==> src/rtl/idu_is_biq_sched_pkg.sv <==
// Shared IDU issue-queue package: BIQ sizing, index type and one-hot/free-slot helpers
// sized for the largest issue queue so every queue can reuse them.
package idu_is_biq_sched_pkg;

  localparam int unsigned BIQ_ENTRIES    = 8;
  localparam int unsigned BIQ_IDX_W      = 3;
  localparam int unsigned IQ_MAX_ENTRIES = 16;
  localparam int unsigned IQ_MAX_IDX_W   = 4;

  typedef logic [BIQ_IDX_W-1:0]      biq_idx_t;
  typedef logic [IQ_MAX_ENTRIES-1:0] iq_vec_t;
  typedef logic [IQ_MAX_IDX_W-1:0]   iq_idx_t;

  function automatic iq_idx_t onehot_to_idx(input iq_vec_t oh);
    iq_idx_t idx;
    idx = '0;
    for (int unsigned i = 0; i < IQ_MAX_ENTRIES; i++) begin
      if (oh[i]) idx |= iq_idx_t'(i);
    end
    return idx;
  endfunction

  // Only the low n bits are examined; returns 0 when none of them is clear.
  function automatic iq_idx_t lowest_zero(input iq_vec_t v, input int unsigned n);
    iq_idx_t idx;
    logic    found;
    idx   = '0;
    found = 1'b0;
    for (int unsigned i = 0; i < IQ_MAX_ENTRIES; i++) begin
      if (i < n && !v[i] && !found) begin
        idx   = iq_idx_t'(i);
        found = 1'b1;
      end
    end
    return idx;
  endfunction

endpackage

==> src/rtl/idu_is_biq_sched_if.sv <==
// BIQ scheduler bundle: dispatch request/full, entry-array status and strobes, EXU issue pipe.
// master = dispatch/entry-array/EXU side, slave = the scheduler.
interface idu_is_biq_sched_if
  import idu_is_biq_sched_pkg::*;
#(
  parameter int unsigned ENTRIES = BIQ_ENTRIES,
  parameter int unsigned IDX_W   = BIQ_IDX_W
) ();

  logic               rtu_global_flush;
  logic               dp_biq_create_req;
  logic               biq_dp_full;
  logic [ENTRIES-1:0] biq_entry_create_vld;
  logic [ENTRIES-1:0] entry_vld;
  logic [ENTRIES-1:0] entry_ready;
  logic               exu_biq_stall;
  logic [ENTRIES-1:0] biq_entry_issue_vld;
  logic               biq_exu_issue_vld;
  logic [IDX_W-1:0]   biq_exu_issue_idx;
  logic [IDX_W:0]     biq_entry_cnt;

  modport master (
    output rtu_global_flush, dp_biq_create_req, entry_vld, entry_ready, exu_biq_stall,
    input  biq_dp_full, biq_entry_create_vld, biq_entry_issue_vld, biq_exu_issue_vld,
           biq_exu_issue_idx, biq_entry_cnt
  );

  modport slave (
    input  rtu_global_flush, dp_biq_create_req, entry_vld, entry_ready, exu_biq_stall,
    output biq_dp_full, biq_entry_create_vld, biq_entry_issue_vld, biq_exu_issue_vld,
           biq_exu_issue_idx, biq_entry_cnt
  );

endinterface

==> src/rtl/idu_is_biq_age_mat.sv <==
// BIQ age matrix: age_q[j][i]=1 means entry j is older than entry i. Produces the oldest-ready
// one-hot and, when IDU_BIQ_IN_ORDER_EN is defined, the oldest-valid one-hot.
module idu_is_biq_age_mat
  import idu_is_biq_sched_pkg::*;
#(
  parameter int unsigned ENTRIES = BIQ_ENTRIES
) (
  input  logic               clk,
  input  logic               rst_clk,
  input  logic               flush,
  input  logic [ENTRIES-1:0] create_vld,
  input  logic [ENTRIES-1:0] entry_vld,
  input  logic [ENTRIES-1:0] cand,
`ifdef IDU_BIQ_IN_ORDER_EN
  output logic [ENTRIES-1:0] oldest_vld,
`endif
  output logic [ENTRIES-1:0] oldest_rdy
);

  logic [ENTRIES-1:0] age_q [ENTRIES];
  logic [ENTRIES-1:0] age_d [ENTRIES];
  logic [ENTRIES-1:0] older_rdy;

  // New entry k is younger than every currently valid entry; stale rows of freed
  // entries are harmless because only valid entries can assert cand.
  always_comb begin
    for (int j = 0; j < ENTRIES; j++) age_d[j] = age_q[j];
    if (flush) begin
      for (int j = 0; j < ENTRIES; j++) age_d[j] = '0;
    end else begin
      for (int k = 0; k < ENTRIES; k++) begin
        if (create_vld[k]) begin
          for (int j = 0; j < ENTRIES; j++) begin
            age_d[j][k] = entry_vld[j];
            age_d[k][j] = 1'b0;
          end
        end
      end
    end
  end

  always_ff @(posedge clk or negedge rst_clk) begin
    if (!rst_clk) begin
      for (int j = 0; j < ENTRIES; j++) age_q[j] <= '0;
    end else begin
      for (int j = 0; j < ENTRIES; j++) age_q[j] <= age_d[j];
    end
  end

  always_comb begin
    older_rdy = '0;
    for (int i = 0; i < ENTRIES; i++) begin
      for (int j = 0; j < ENTRIES; j++) begin
        if (j != i) older_rdy[i] = older_rdy[i] | (cand[j] & age_q[j][i]);
      end
    end
    oldest_rdy = cand & ~older_rdy;
  end

`ifdef IDU_BIQ_IN_ORDER_EN
  logic [ENTRIES-1:0] older_vld;

  always_comb begin
    older_vld = '0;
    for (int i = 0; i < ENTRIES; i++) begin
      for (int j = 0; j < ENTRIES; j++) begin
        if (j != i) older_vld[i] = older_vld[i] | (entry_vld[j] & age_q[j][i]);
      end
    end
    oldest_vld = entry_vld & ~older_vld;
  end
`endif

endmodule

==> src/rtl/idu_is_biq_sched.sv <==
// BIQ scheduler: allocates free entries for dispatched branches and issues the oldest ready
// entry to the branch unit. Define IDU_BIQ_IN_ORDER_EN to issue strictly in program order.
module idu_is_biq_sched
  import idu_is_biq_sched_pkg::*;
#(
  parameter int unsigned ENTRIES = BIQ_ENTRIES,
  parameter int unsigned IDX_W   = BIQ_IDX_W
) (
  input logic               clk,
  input logic               rst_clk,
  idu_is_biq_sched_if.slave bus
);

  localparam int unsigned CNT_W = IDX_W + 1;

  logic               flush;
  logic               full;
  logic [IDX_W-1:0]   alloc_ptr;
  logic [ENTRIES-1:0] create_vld;
  logic [ENTRIES-1:0] cand;
  logic [ENTRIES-1:0] oldest_rdy;
  logic [ENTRIES-1:0] issue_vld;
  logic [IDX_W-1:0]   issue_idx;
  logic               issue_vld_q;
  logic [IDX_W-1:0]   issue_idx_q;
  logic [CNT_W-1:0]   cnt_q;
  logic [CNT_W-1:0]   cnt_d;

  assign flush     = bus.rtu_global_flush;
  assign full      = &bus.entry_vld;
  assign alloc_ptr = IDX_W'(lowest_zero(IQ_MAX_ENTRIES'(bus.entry_vld), ENTRIES));

  always_comb begin
    create_vld = '0;
    if (bus.dp_biq_create_req && !full && !flush) create_vld = ENTRIES'(1) << alloc_ptr;
  end

  assign cand = (bus.exu_biq_stall || flush) ? '0 : (bus.entry_ready & bus.entry_vld);

`ifdef IDU_BIQ_IN_ORDER_EN
  logic [ENTRIES-1:0] oldest_vld;

  idu_is_biq_age_mat #(
    .ENTRIES (ENTRIES)
  ) u_age_mat (
    .clk        (clk),
    .rst_clk    (rst_clk),
    .flush      (flush),
    .create_vld (create_vld),
    .entry_vld  (bus.entry_vld),
    .cand       (cand),
    .oldest_vld (oldest_vld),
    .oldest_rdy (oldest_rdy)
  );

  // The oldest valid entry, if ready, is also the oldest ready one.
  assign issue_vld = oldest_rdy & oldest_vld;
`else
  idu_is_biq_age_mat #(
    .ENTRIES (ENTRIES)
  ) u_age_mat (
    .clk        (clk),
    .rst_clk    (rst_clk),
    .flush      (flush),
    .create_vld (create_vld),
    .entry_vld  (bus.entry_vld),
    .cand       (cand),
    .oldest_rdy (oldest_rdy)
  );

  assign issue_vld = oldest_rdy;
`endif

  assign issue_idx = IDX_W'(onehot_to_idx(IQ_MAX_ENTRIES'(issue_vld)));

  assign cnt_d = flush ? '0 : cnt_q + CNT_W'(|create_vld) - CNT_W'(|issue_vld);

  always_ff @(posedge clk or negedge rst_clk) begin
    if (!rst_clk) begin
      issue_vld_q <= 1'b0;
      issue_idx_q <= '0;
      cnt_q       <= '0;
    end else begin
      issue_vld_q <= |issue_vld;
      if (|issue_vld) issue_idx_q <= issue_idx;
      cnt_q <= cnt_d;
    end
  end

  assign bus.biq_dp_full          = full;
  assign bus.biq_entry_create_vld = create_vld;
  assign bus.biq_entry_issue_vld  = issue_vld;
  assign bus.biq_exu_issue_vld    = issue_vld_q;
  assign bus.biq_exu_issue_idx    = issue_idx_q;
  assign bus.biq_entry_cnt        = cnt_q;

endmodule
==> src/flat_wrapper.sv <==
// flat-port wrapper written by rule: the top's interface ports become plain ports
module idu_is_biq_sched_flat import idu_is_biq_sched_pkg::*;
#(
  parameter int unsigned ENTRIES = BIQ_ENTRIES,
  parameter int unsigned IDX_W   = BIQ_IDX_W
)
  (clk, rst_clk, bus_rtu_global_flush, bus_dp_biq_create_req, bus_entry_vld, bus_entry_ready, bus_exu_biq_stall, bus_biq_dp_full, bus_biq_entry_create_vld, bus_biq_entry_issue_vld, bus_biq_exu_issue_vld, bus_biq_exu_issue_idx, bus_biq_entry_cnt);
  idu_is_biq_sched_if #(.ENTRIES(ENTRIES), .IDX_W(IDX_W)) bus_i ();
  input logic clk;
  input logic rst_clk;
  input wire logic [$bits(bus_i.rtu_global_flush)-1:0] bus_rtu_global_flush;
  input wire logic [$bits(bus_i.dp_biq_create_req)-1:0] bus_dp_biq_create_req;
  input wire logic [$bits(bus_i.entry_vld)-1:0] bus_entry_vld;
  input wire logic [$bits(bus_i.entry_ready)-1:0] bus_entry_ready;
  input wire logic [$bits(bus_i.exu_biq_stall)-1:0] bus_exu_biq_stall;
  output wire logic [$bits(bus_i.biq_dp_full)-1:0] bus_biq_dp_full;
  output wire logic [$bits(bus_i.biq_entry_create_vld)-1:0] bus_biq_entry_create_vld;
  output wire logic [$bits(bus_i.biq_entry_issue_vld)-1:0] bus_biq_entry_issue_vld;
  output wire logic [$bits(bus_i.biq_exu_issue_vld)-1:0] bus_biq_exu_issue_vld;
  output wire logic [$bits(bus_i.biq_exu_issue_idx)-1:0] bus_biq_exu_issue_idx;
  output wire logic [$bits(bus_i.biq_entry_cnt)-1:0] bus_biq_entry_cnt;
  assign bus_i.rtu_global_flush = bus_rtu_global_flush;
  assign bus_i.dp_biq_create_req = bus_dp_biq_create_req;
  assign bus_i.entry_vld = bus_entry_vld;
  assign bus_i.entry_ready = bus_entry_ready;
  assign bus_i.exu_biq_stall = bus_exu_biq_stall;
  assign bus_biq_dp_full = bus_i.biq_dp_full;
  assign bus_biq_entry_create_vld = bus_i.biq_entry_create_vld;
  assign bus_biq_entry_issue_vld = bus_i.biq_entry_issue_vld;
  assign bus_biq_exu_issue_vld = bus_i.biq_exu_issue_vld;
  assign bus_biq_exu_issue_idx = bus_i.biq_exu_issue_idx;
  assign bus_biq_entry_cnt = bus_i.biq_entry_cnt;
  idu_is_biq_sched #(.ENTRIES(ENTRIES), .IDX_W(IDX_W)) u_core (.clk(clk), .rst_clk(rst_clk), .bus(bus_i));
endmodule
==> config.mk <==
export PLATFORM = sky130hd
export DESIGN_NAME = idu_is_biq_sched_flat
export DESIGN_NICKNAME = d
export VERILOG_FILES = /design/src/rtl/idu_is_biq_sched_pkg.sv /design/src/rtl/idu_is_biq_sched_if.sv /design/src/rtl/idu_is_biq_age_mat.sv /design/src/rtl/idu_is_biq_sched.sv /design/src/flat_wrapper.sv
export SDC_FILE = /design/constraint.sdc
export NUM_CORES = 1
export LEC_CHECK = 0
export ABC_CLOCK_PERIOD_IN_PS = 7200
export BUFFER_PORTS_ARGS = -buffer_cell sky130_fd_sc_hd__buf_2
export CORE_ASPECT_RATIO = 0.5
export CORE_UTILIZATION = 34
export CTS_BUF_LIST = sky130_fd_sc_hd__clkbuf_16
export DETAILED_ROUTE_END_ITERATION = 12
export PLACE_DENSITY = 0.6
export SLEW_MARGIN = 20
export SYNTH_ARGS = -nofsm -noshare
export SYNTH_HDL_FRONTEND = slang
export SYNTH_SLANG_ARGS = --single-unit
==> constraint.sdc <==
create_clock -name clk -period 7.2 [get_ports clk]
set_input_delay 0.36 -clock clk [delete_from_list [all_inputs] [get_ports clk]]
set_output_delay 0.36 -clock clk [all_outputs]
set_load 0.1 [all_outputs]
==> results_dict.tcl <==
set metrics [dict create \
    outcome "finished with violations" \
    violations "design-rule violations" \
    setup.worst_path.start_class "primary input" \
    ys.warnings.count 0 \
    cts_tree "built" \
    clock_path_buffers 2 \
    arrival_ps 3630 \
    ys_ff_latch 64 \
    grt_pass1_wl_um 14720 \
    ys_seq_area_frac 0.5049 \
    postCtsHoldBufs 0 \
    syn_nets 332 \
    slew_violations 0 \
    cts_buffers 9 \
    netlist_area_mm2 0.003172 \
    worst-path-buf-inv 2 \
    post_cts_resized 0 \
    rr_worst_depth 11 \
    p_comb_frac 0.218 \
    place.gp.congestion 0.9080 \
    drtAntennaViolNets 0 \
    maxSlewHeadroom 0.4265 \
    grt_pass1_vias 2604 \
    postSynthCellCount 306 \
    finalPower_uw 1019 \
    pin_count 46 \
    antenna_cells 0 \
    skew_ps 7.742 \
    routed_via_density 5.574 \
    achievable-frequency_mhz 290.3 \
    grtUsageTotal 0.2019 \
    period_share 0.4784 \
    synth-edff-count 0 \
    min_period_ps 3445 \
    rsz0062_at_grt "no" \
    clkTransAtPathRegs_ps 60 \
    place_hpwl_um 6364 \
    die-area_mm2 0.009742 \
    slowest_stage "and4bb_1" \
    ir_worst_vdd_v 0.0001075 \
    endpoint_kind "flop" \
    die_y_um 70.30 \
    path_cells "buf_2 > and4bb_1 > a22o_1 > a221oi_1 > and4_4 > or4_4 > nand2b_1 > ha_1 > inv_1 > ha_1 > fa_1 > xnor2_1 > nor2_1" \
    use_met2 0.2967 \
    final_nets 373 \
    io_buffers 45 \
    post-cts-setup-buffers 0 \
    fin_setup_tns_ps 0 \
    switching_share 0.3210 \
    die_x_um 138.6 \
    cp_common_cell "ha_1" \
    critPathMaxStageDelay_ps 570 \
    power_density_mw_per_mm2 271.0 \
    grt_start_max_net_pins 65 \
    clockRootBuffer "clkbuf_16" \
    wire_per_inst_um 19.01 \
    critical-path-top-delay-family "simple AND/OR/NAND/NOR gates" \
    yosysUniqueCellTypes 43 \
    p_sw_uw 327.1 \
    cp_max_fo 41 \
    p_leak_uw 0.001937 \
    design.core.area_mm2 0.008889 \
    antenna_found_initial 0 \
    synth_commonest_cells "dfrtp_1 (64), nand2_1 (35), a21o_1 (24), nor2_1 (23), a21oi_1 (17)" \
    seqPwrFrac 0.380 \
    start_util 0.3568 \
    first_pass_iters 11 \
    wl_um 8918 \
    criticalPathCategory "primary input to flop" \
    synth_area_leader_cell "dfrtp_1" \
    drtIter0Drc 345 \
    worst_pin_slew_ps 857.1 \
    ys_async_sr_fraction 1.000 \
    grt.met3_usage 0.05213 \
    drv_cap 0 \
    crit_cells 13 \
    grt-ovfl-total 0 \
    drive_gt1_frac 0.2159 \
    whs_ps 197.6 \
    grtUsageMet1 0.2805 \
    syn_avg_cell_area_um2 10.37 \
    syn_to_final_growth_pct 18.54 \
    cts.sinks 64 \
    yosysMostFrequentCell "dfrtp_1" \
    power.internal_uw 691.9 \
    cts_htree_levels 3 \
    crit_required_ps 7390 \
    vias 2614 \
    synth_top_area_frac 0.5049 \
    drcViolationCount 3 \
    hold_class "primary input to async pin" \
    clockPowerShare 0.401 \
    grt.busiest_layer "met2" \
    setup_viol 0 \
    clkLatencyLatePin_ps 330 \
    num_rows 24 \
    hold_viol_final 0 \
    synthTopCellsByArea "dfrtp_1 (50%), a21o_1 (5.7%), nand2_1 (4.1%), mux2i_1 (4.1%), nand3b_1 (2.8%)" \
    synthFlopType "dfrtp_1" \
    dp.cells 453 \
    final_cells 469 \
]
per-stage QoR:
stage          setup slack [ps]    util  instance area, um^2
2_1_floorplan              3236       -                 3172
3_3_place_gp               3540  0.3915                 3480
3_5_place_dp               3456  0.3915                 3480
4_1_cts                    3810  0.4230                 3760
5_1_grt                    3598  0.4230                 3760
6_report                   3755  0.4230                 3760
final timing paths:
check / start / end / slack [ps]
max: bus_rtu_global_flush / u_core.bus.biq_entry_cnt[2]$_DFF_PN0_ / 3760
min: rst_clk / u_core.u_age_mat.age_q[18]$_DFFE_PN0P_ / 200
max reg2reg: u_core.u_age_mat.age_q[20]$_DFFE_PN0P_ / u_core.bus.biq_entry_cnt[2]$_DFF_PN0_ / 4370
min reg2reg: u_core.u_age_mat.age_q[44]$_DFFE_PN0P_ / u_core.u_age_mat.age_q[44]$_DFFE_PN0P_ / 490
max in group asynchronous: rst_clk / u_core.u_age_mat.age_q[29]$_DFFE_PN0P_ / 6480
min in group clk: bus_entry_vld[4] / u_core.u_age_mat.age_q[24]$_DFFE_PN0P_ / 350
cell usage in the layout (no fill, tap or decap), drive strengths merged, types with 7 or more instances in the layout:
cell    Yosys  routed
a21o       24      24
a21oi      17      17
a22oi       8       8
and4bb      7       7
buf        12      51
clkbuf      9       9
dfrtp      64      64
inv        10      12
mux2i      13      13
nand2      35      35
nand2b      7       7
nand3b     12      12
nor2       23      23
nor3       10      10
final cells by class:
class                   count  area [um^2]
fillers                   849         5129
flip-flops and latches     64         1602
multi-input cells         211         1424
repair buffers             51        270.3
clock buffers               9        225.2
well taps                 117        146.4
clock inverters             7        55.05
inverters                  10        37.54
sequential cells by signal (all words and copies together), names as in the netlist:
name	count
u_core.bus.biq_entry_cnt	4
u_core.bus.biq_exu_issue_vld	1
u_core.bus.biq_exu_issue_idx	3
u_core.u_age_mat.age_q	56
cell families after synthesis:
group                      count (synthesis)  synth area share
and+or+nand+nor                          117            0.2107
adders and majority gates                  5           0.02209
DFF                                       64            0.5049
muxes                                     13           0.04102
AOI/OAI and AO/OA                         73            0.1669
buffers and inverters                     31           0.04615
xor gates and xnor gates                   3          0.008286
per-layer routing:
metal / vias to the layer above / wire length [um]
li1: 1174 / -
met1: 1296 / 4141
met2: 122 / 3830
met3: 22 / 747
met4: 0 / 199
met5: - / 0
power by group through the flow:
stage | registers [uW] | logic (uW) | clock network [uW]
global placement | 393 | 217 | 0
CTS | 387 | 223 | 418
finish | 388 | 222 | 409
floorplan | 476 | 89.9 | 0
global route | 390 | 241 | 434
detailed placement | 393 | 223 | 0
Power figures use the tool's default switching activity.
